## src/rtl/uart_tx_arbiter_if.sv

```systemverilog
// Handshake bundle between the two message sources, the shared uart_tx and the arbiter.
// The master side is the environment (requesters plus transmitter); the slave side is the arbiter.
interface uart_tx_arbiter_if #(
    parameter int DATASIZE = 128
);
    logic                req0;
    logic [DATASIZE-1:0] msg0;
    logic                ack0;
    logic                req1;
    logic [DATASIZE-1:0] msg1;
    logic                ack1;
    logic                tx_busy;
    logic                tx_en;
    logic [7:0]          tx_data;
    logic [1:0]          grant;
    logic                active;

    modport master (
        output req0, msg0, req1, msg1, tx_busy,
        input  ack0, ack1, tx_en, tx_data, grant, active
    );

    modport slave (
        input  req0, msg0, req1, msg1, tx_busy,
        output ack0, ack1, tx_en, tx_data, grant, active
    );
endinterface

```

## src/rtl/uart_tx_arbiter.sv

```systemverilog
// Round-robin arbiter that shares one uart_tx between two message sources.
// It latches the granted message and sends its nonzero bytes MSB first.
//
// state     | meaning
// S_IDLE    | no owner; pick a requester round-robin and latch its message
// S_LOAD    | examine byte[idx]; skip 0x00 bytes
// S_ISSUE   | wait for the transmitter to be free, then pulse tx_en
// S_WAIT_HI | wait for tx_busy to rise
// S_WAIT_LO | wait for tx_busy to fall, then advance to the next byte or finish
// S_DONE    | pulse the owner's ack and release the grant
module uart_tx_arbiter #(
    parameter int DATASIZE     = 128,
    parameter int PAYLOAD_BITS = 8
) (
    input logic            clk,
    input logic            reset,
    uart_tx_arbiter_if.slave bus
);
    localparam int NBYTES = DATASIZE / PAYLOAD_BITS;
    localparam int IDXW   = (NBYTES > 1) ? $clog2(NBYTES) : 1;
    localparam logic [IDXW-1:0] LAST_IDX = IDXW'(NBYTES - 1);

    typedef enum logic [2:0] {
        S_IDLE, S_LOAD, S_ISSUE, S_WAIT_HI, S_WAIT_LO, S_DONE
    } state_t;

    state_t state_q, state_nxt;
    logic [NBYTES-1:0][PAYLOAD_BITS-1:0] msg_buf_q, msg_buf_nxt;
    logic [IDXW-1:0] idx_q, idx_nxt, rev_idx;
    logic [PAYLOAD_BITS-1:0] cur_byte, tx_data_q, tx_data_nxt;
    logic tx_en_q, tx_en_nxt;
    logic ack0_q, ack0_nxt, ack1_q, ack1_nxt;
    logic [1:0] grant_q, grant_nxt;
    logic active_q, active_nxt;
    logic last_q, last_nxt;
    logic req0_ok, req1_ok;

    // idx counts from the MSB byte; the packed array is indexed LSB first.
    assign rev_idx  = LAST_IDX - idx_q;
    assign cur_byte = msg_buf_q[rev_idx];

    // A requester still showing its ack is dropping req on this edge; ignore it once.
    assign req0_ok = bus.req0 & ~ack0_q;
    assign req1_ok = bus.req1 & ~ack1_q;

    always_ff @(posedge clk) begin
        if (reset) begin
            state_q   <= S_IDLE;
            msg_buf_q <= '0;
            idx_q     <= '0;
            tx_data_q <= '0;
            tx_en_q   <= 1'b0;
            ack0_q    <= 1'b0;
            ack1_q    <= 1'b0;
            grant_q   <= 2'b00;
            active_q  <= 1'b0;
            last_q    <= 1'b1;
        end else begin
            state_q   <= state_nxt;
            msg_buf_q <= msg_buf_nxt;
            idx_q     <= idx_nxt;
            tx_data_q <= tx_data_nxt;
            tx_en_q   <= tx_en_nxt;
            ack0_q    <= ack0_nxt;
            ack1_q    <= ack1_nxt;
            grant_q   <= grant_nxt;
            active_q  <= active_nxt;
            last_q    <= last_nxt;
        end
    end

    always_comb begin
        state_nxt   = state_q;
        msg_buf_nxt = msg_buf_q;
        idx_nxt     = idx_q;
        tx_data_nxt = tx_data_q;
        tx_en_nxt   = 1'b0;
        ack0_nxt    = 1'b0;
        ack1_nxt    = 1'b0;
        grant_nxt   = grant_q;
        active_nxt  = active_q;
        last_nxt    = last_q;
        case (state_q)
            S_IDLE: begin
                if (req0_ok && (!req1_ok || last_q)) begin
                    msg_buf_nxt = bus.msg0;
                    grant_nxt   = 2'b01;
                    active_nxt  = 1'b1;
                    idx_nxt     = '0;
                    last_nxt    = 1'b0;
                    state_nxt   = S_LOAD;
                end else if (req1_ok) begin
                    msg_buf_nxt = bus.msg1;
                    grant_nxt   = 2'b10;
                    active_nxt  = 1'b1;
                    idx_nxt     = '0;
                    last_nxt    = 1'b1;
                    state_nxt   = S_LOAD;
                end
            end
            S_LOAD: begin
                if (cur_byte != '0) begin
                    tx_data_nxt = cur_byte;
                    state_nxt   = S_ISSUE;
                end else if (idx_q == LAST_IDX) begin
                    state_nxt = S_DONE;
                end else begin
                    idx_nxt = idx_q + 1'b1;
                end
            end
            S_ISSUE: begin
                if (!bus.tx_busy) begin
                    tx_en_nxt = 1'b1;
                    state_nxt = S_WAIT_HI;
                end
            end
            S_WAIT_HI: begin
                if (bus.tx_busy) state_nxt = S_WAIT_LO;
            end
            S_WAIT_LO: begin
                if (!bus.tx_busy) begin
                    if (idx_q == LAST_IDX) begin
                        state_nxt = S_DONE;
                    end else begin
                        idx_nxt   = idx_q + 1'b1;
                        state_nxt = S_LOAD;
                    end
                end
            end
            S_DONE: begin
                ack0_nxt   = grant_q[0];
                ack1_nxt   = grant_q[1];
                grant_nxt  = 2'b00;
                active_nxt = 1'b0;
                state_nxt  = S_IDLE;
            end
            default: state_nxt = S_IDLE;
        endcase
    end

    assign bus.tx_en   = tx_en_q;
    assign bus.tx_data = tx_data_q;
    assign bus.ack0    = ack0_q;
    assign bus.ack1    = ack1_q;
    assign bus.grant   = grant_q;
    assign bus.active  = active_q;
endmodule
```

## src/flat_wrapper.sv

```systemverilog
// flat-port wrapper written by rule: the top's interface ports become plain ports
module uart_tx_arbiter_flat 
#(
    parameter int DATASIZE     = 128,
    parameter int PAYLOAD_BITS = 8
)
  (clk, reset, bus_req0, bus_msg0, bus_req1, bus_msg1, bus_tx_busy, bus_ack0, bus_ack1, bus_tx_en, bus_tx_data, bus_grant, bus_active);
  uart_tx_arbiter_if #(.DATASIZE(DATASIZE)) bus_i ();
  input logic clk;
  input logic reset;
  input wire logic [$bits(bus_i.req0)-1:0] bus_req0;
  input wire logic [$bits(bus_i.msg0)-1:0] bus_msg0;
  input wire logic [$bits(bus_i.req1)-1:0] bus_req1;
  input wire logic [$bits(bus_i.msg1)-1:0] bus_msg1;
  input wire logic [$bits(bus_i.tx_busy)-1:0] bus_tx_busy;
  output wire logic [$bits(bus_i.ack0)-1:0] bus_ack0;
  output wire logic [$bits(bus_i.ack1)-1:0] bus_ack1;
  output wire logic [$bits(bus_i.tx_en)-1:0] bus_tx_en;
  output wire logic [$bits(bus_i.tx_data)-1:0] bus_tx_data;
  output wire logic [$bits(bus_i.grant)-1:0] bus_grant;
  output wire logic [$bits(bus_i.active)-1:0] bus_active;
  assign bus_i.req0 = bus_req0;
  assign bus_i.msg0 = bus_msg0;
  assign bus_i.req1 = bus_req1;
  assign bus_i.msg1 = bus_msg1;
  assign bus_i.tx_busy = bus_tx_busy;
  assign bus_ack0 = bus_i.ack0;
  assign bus_ack1 = bus_i.ack1;
  assign bus_tx_en = bus_i.tx_en;
  assign bus_tx_data = bus_i.tx_data;
  assign bus_grant = bus_i.grant;
  assign bus_active = bus_i.active;
  uart_tx_arbiter #(.DATASIZE(DATASIZE), .PAYLOAD_BITS(PAYLOAD_BITS)) u_core (.clk(clk), .reset(reset), .bus(bus_i));
endmodule
```

## config.mk

```make
export PLATFORM = sky130hd
export DESIGN_NAME = uart_tx_arbiter_flat
export DESIGN_NICKNAME = d
export VERILOG_FILES = /design/src/rtl/uart_tx_arbiter_if.sv /design/src/rtl/uart_tx_arbiter.sv /design/src/flat_wrapper.sv
export SDC_FILE = /design/constraint.sdc
export NUM_CORES = 1
export LEC_CHECK = 0
export ABC_AREA = 1
export CAP_MARGIN = 20
export CORE_MARGIN = 1
export CORE_UTILIZATION = 55
export DETAILED_ROUTE_END_ITERATION = 6
export DONT_BUFFER_PORTS = 1
export PLACE_DENSITY = 0.8
export REMOVE_ABC_BUFFERS = 1
export SLEW_MARGIN = 25
export SYNTH_ARGS = -nofsm -noshare
export SYNTH_HDL_FRONTEND = slang
export SYNTH_SLANG_ARGS = --single-unit
```

## constraint.sdc

```tcl
create_clock -name clk -period 4.9 [get_ports clk]
set_input_delay 0.98 -clock clk [delete_from_list [all_inputs] [get_ports clk]]
set_output_delay 0.98 -clock clk [all_outputs]
set_load 0.005 [all_outputs]
```

==> metrics.md <==
| Metric | Value |
|---|---|
| Ant diodes | 0 |
| Switching Share | 0.4270 |
| Root buf cell | clkbuf_16 |
| Vias in the first global route | a little under 7000 |
| Worst Hold Slack | 463.0 ps |
| WL/cell | 16.46 µm |
| Total power draw | between 5 and 6 mW |
| Worst-path fanout max | between 80 and 90 |
| Initial Utilization | 0.5631 |
| Commonest non-fill, non-tap cell in the layout | nand2_1 |
| Row count | 43 |
| Post-CTS setup buffer count | 0 |
| Kind of critical path | flop to flop |
| Worst Hold Class | flop to flop |
| PwrDens | 667.3 nW/µm² |
| Mean post-synth cell area | 6.552 µm² |
| Core footprint | between 10000 and 15000 µm² |
| First-pass GRT wire length | roughly 34000 µm |
| Final Worst Setup Slack | around 1800 ps |
| Max-cap violations | 0 |
| Clk_skew | 7.954 ps |
| Slew Viols, Final | 0 |
| Hold-fix buffers, CTS | 0 |
| Overflow after GRT | 0 |
| Biggest cell delay along the critical path | roughly 900 ps |
| Post-DRT Antenna Nets | 0 |
| Inserted Clock Buffers | 17 |
| Max_slew headroom | 0.4084 |
| Status | completed |
| RSZ-0062 raised after global routing | false |
| Sw Pwr | roughly 2.3 mW |
| DR vias | between 7000 and 8000 |
| Layout cells sized above 1 | 0.04833 |
| Clock Path Buffers | 2 |
| Comb power frac | 0.423 |
| Worst VDD drop | 0.3637 mV |
| Most common cell on crit path | nand2_1 |
| Io pins | roughly 280 |
| CTS tree | done |
| Setup Viol. Count Final | 0 |
| Crit path required time | 5260 ps |
| GP Congestion | approximately 0.83 |
| Yosys warning count | 0 |
| Critical path startpoint category | flop |
| Cell variety after synth | 31 |
| Actual slew at the worst max-slew pin | between 800 and 900 ps |
| Leakage power | around 3.4 nW |
| Arrival @ worst endpoint | about 3400 ps |
| Crit path max-delay cell type | dfxtp_4 |
| FF+latch count, synth | 150 |
| Die height | about 120 µm |
| Most frequent cells in the layout | 324 x nand2_1, 149 x dfxtp_1, 144 x nand3_1 |
| Number of clock sinks | 150 |
| Synth area leaders | dfxtp_1 38%, nand2_1 16%, nand3_1 9.2% |
| Seq/Total Area, Yosys | 0.3842 |
| DRC | 0 |
| Fin crit period | 3057 ps |
| Yosys top cell by area | dfxtp_1 |
| Vias/cell | slightly below 6 |
| Crit path cell chain | inv_4, o21ai_1, nand3_1, nand3_1, nand2_1, nor2_1, nand2_1, o21ai_4, nand2_2, nand2_1, nand2_1, nor2_1 |
| Die Wd | about 120 µm |
| Final period util | 0.6238 |
| Seq pwr share | 0.366 |
| Clock power frac | 0.210 |
| Critical Path Sink Type | flop |
| Clk_lat worst skew | between 400 and 500 ps |
| H-tree depth | 4 |
| Die area | around 15000 µm² |
| Post-cts resize count | 0 |
| DR iter-0 viols | roughly 420 |
| Area of the multi-input gates | a little over 4000 µm² |
| Clock transition at path regs | approximately 60 ps |
| Nets@finish | ~1400 |
| Fillers | 1351 |
| Max Clock Freq | between 300 and 400 MHz |
| Port bufs | 0 |
| Synth Instances | approximately 1200 |
| Initial DRT Pass Iterations | 7 |
| Final Core Density | 0.5936 |
| Internal power | ~3.2 mW |
| Antenna violations before repair | 0 |
| Hpwl dp | ~15000 µm |
| Final hold viol count | 0 |
| GRT Total Usage | 0.2982 |
| DP Worst Slack | 1856 ps |
| WL final | between 20000 and 25000 µm |
| Yosys top cell area share | 0.3842 |
| Reg area | between 3000 and 4000 µm² |
| Mapped cell area | slightly below 8000 µm² |
| Largest net degree at the start of global routing | 83 |
| Layout area overhead | 5.411% |
state kept, by name, summed over array words and instances (netlist names):
name                cells
u_core.msg_buf_q      128
u_core.bus.tx_data      8
u_core.idx_q            4
u_core.state_q          3
u_core.bus.grant        2
u_core.bus.ack0         1
u_core.bus.ack1         1
u_core.bus.active       1
u_core.bus.tx_en        1
u_core.last_q           1
final timing paths:
check,from,to,slack [ps],cells past startpoint
worst max-delay path,u_core.idx_q[0]$_SDFFE_PP0P_,u_core.idx_q[2]$_SDFFE_PP0P_,1840,12
worst max register to register,u_core.idx_q[0]$_SDFFE_PP0P_,u_core.idx_q[2]$_SDFFE_PP0P_,1840,12
worst min-delay path,u_core.last_q$_SDFFE_PP1P_,u_core.last_q$_SDFFE_PP1P_,460,2
worst min register to register,u_core.last_q$_SDFFE_PP1P_,u_core.last_q$_SDFFE_PP1P_,460,2
final cells by class:
class	instances	area share
multi-input combinational	852	0.4879
sequential	150	0.3649
tap	180	0.02733
clock inverter	9	0.006682
clock buffer	21	0.05588
inverter	96	0.04419
timing repair buffer	10	0.01306
worst max-delay path, delay by kind of cell (launching register included):
family / cells / cell delay, ps
DFF: 1 / 910
and+or+nand+nor: 9 / 900
AOI/OAI and AO/OA: 2 / 690
buffers and inverters: 1 / 450
stage by stage:
step	TNS (ps)	instance area, µm²	cells
after floorplan	-200870	7371	1098
after global placement	0	7695	1287
after detailed placement	0	7722	1288
after CTS	0	8238	1318
after global routing	0	8239	1318
final	0	8239	1318
synthesized netlist by cell type:
| master | count |
|---|---|
| nand2_1 | 324 |
| dfxtp_1 | 150 |
| nand3_1 | 144 |
| nor2_1 | 143 |
| a31oi_1 | 90 |
| inv_1 | 90 |
| o21ai_0 | 67 |
| clkbuf_1 | 53 |
| a221oi_1 | 38 |
| buf_2 | 32 |
| o21ai_1 | 15 |
| a21oi_1 | 7 |
| buf_4 | 7 |
| o211ai_1 | 5 |
| buf_6 | 3 |
| inv_2 | 3 |
| or2_0 | 3 |
| and3_1 | 2 |
| clkinv_1 | 2 |
| nand2_2 | 2 |
| nor2_4 | 2 |
| nor3_1 | 2 |
| a21boi_1 | 1 |
| a21o_1 | 1 |
| ha_1 | 1 |
| inv_4 | 1 |
| nand2_4 | 1 |
| nor2_2 | 1 |
| o21ai_4 | 1 |
| or2_1 | 1 |
| xor2_1 | 1 |
cell families (layout without fill, tap and decap cells):
group / after synthesis / after routing / synth area share
AND/OR/NAND/NOR: 625 / 625 / 0.3293
AO/OA/AOI/OAI: 225 / 225 / 0.1804
buffers and inverters: 191 / 136 / 0.1034
flip-flops: 150 / 150 / 0.3842
adder cells (fa/ha/maj): 1 / 1 / 0.001601
XOR/XNOR: 1 / 1 / 0.001121
power by group through the flow:
stage	Sequential, mW	Combinational [mW]	Clock, mW
floorplan	1.92	1.75	0
global placement	2.02	2.27	0
detailed placement	2.03	2.33	0
CTS	2.01	2.34	1.17
global route	2.07	2.67	1.24
finish	2.01	2.33	1.16
per-layer routing:
layer | vias up | GRT usage | part of all wire
met5 | - | 0 | 0
met2 | 321 | 0.5018 | 0.47
met1 | 3461 | 0.3628 | 0.43
met3 | 39 | 0.07284 | 0.080
met4 | 0 | 0.1219 | 0.023
li1 | 3831 | - | -
(Power assumes the default switching activity.)
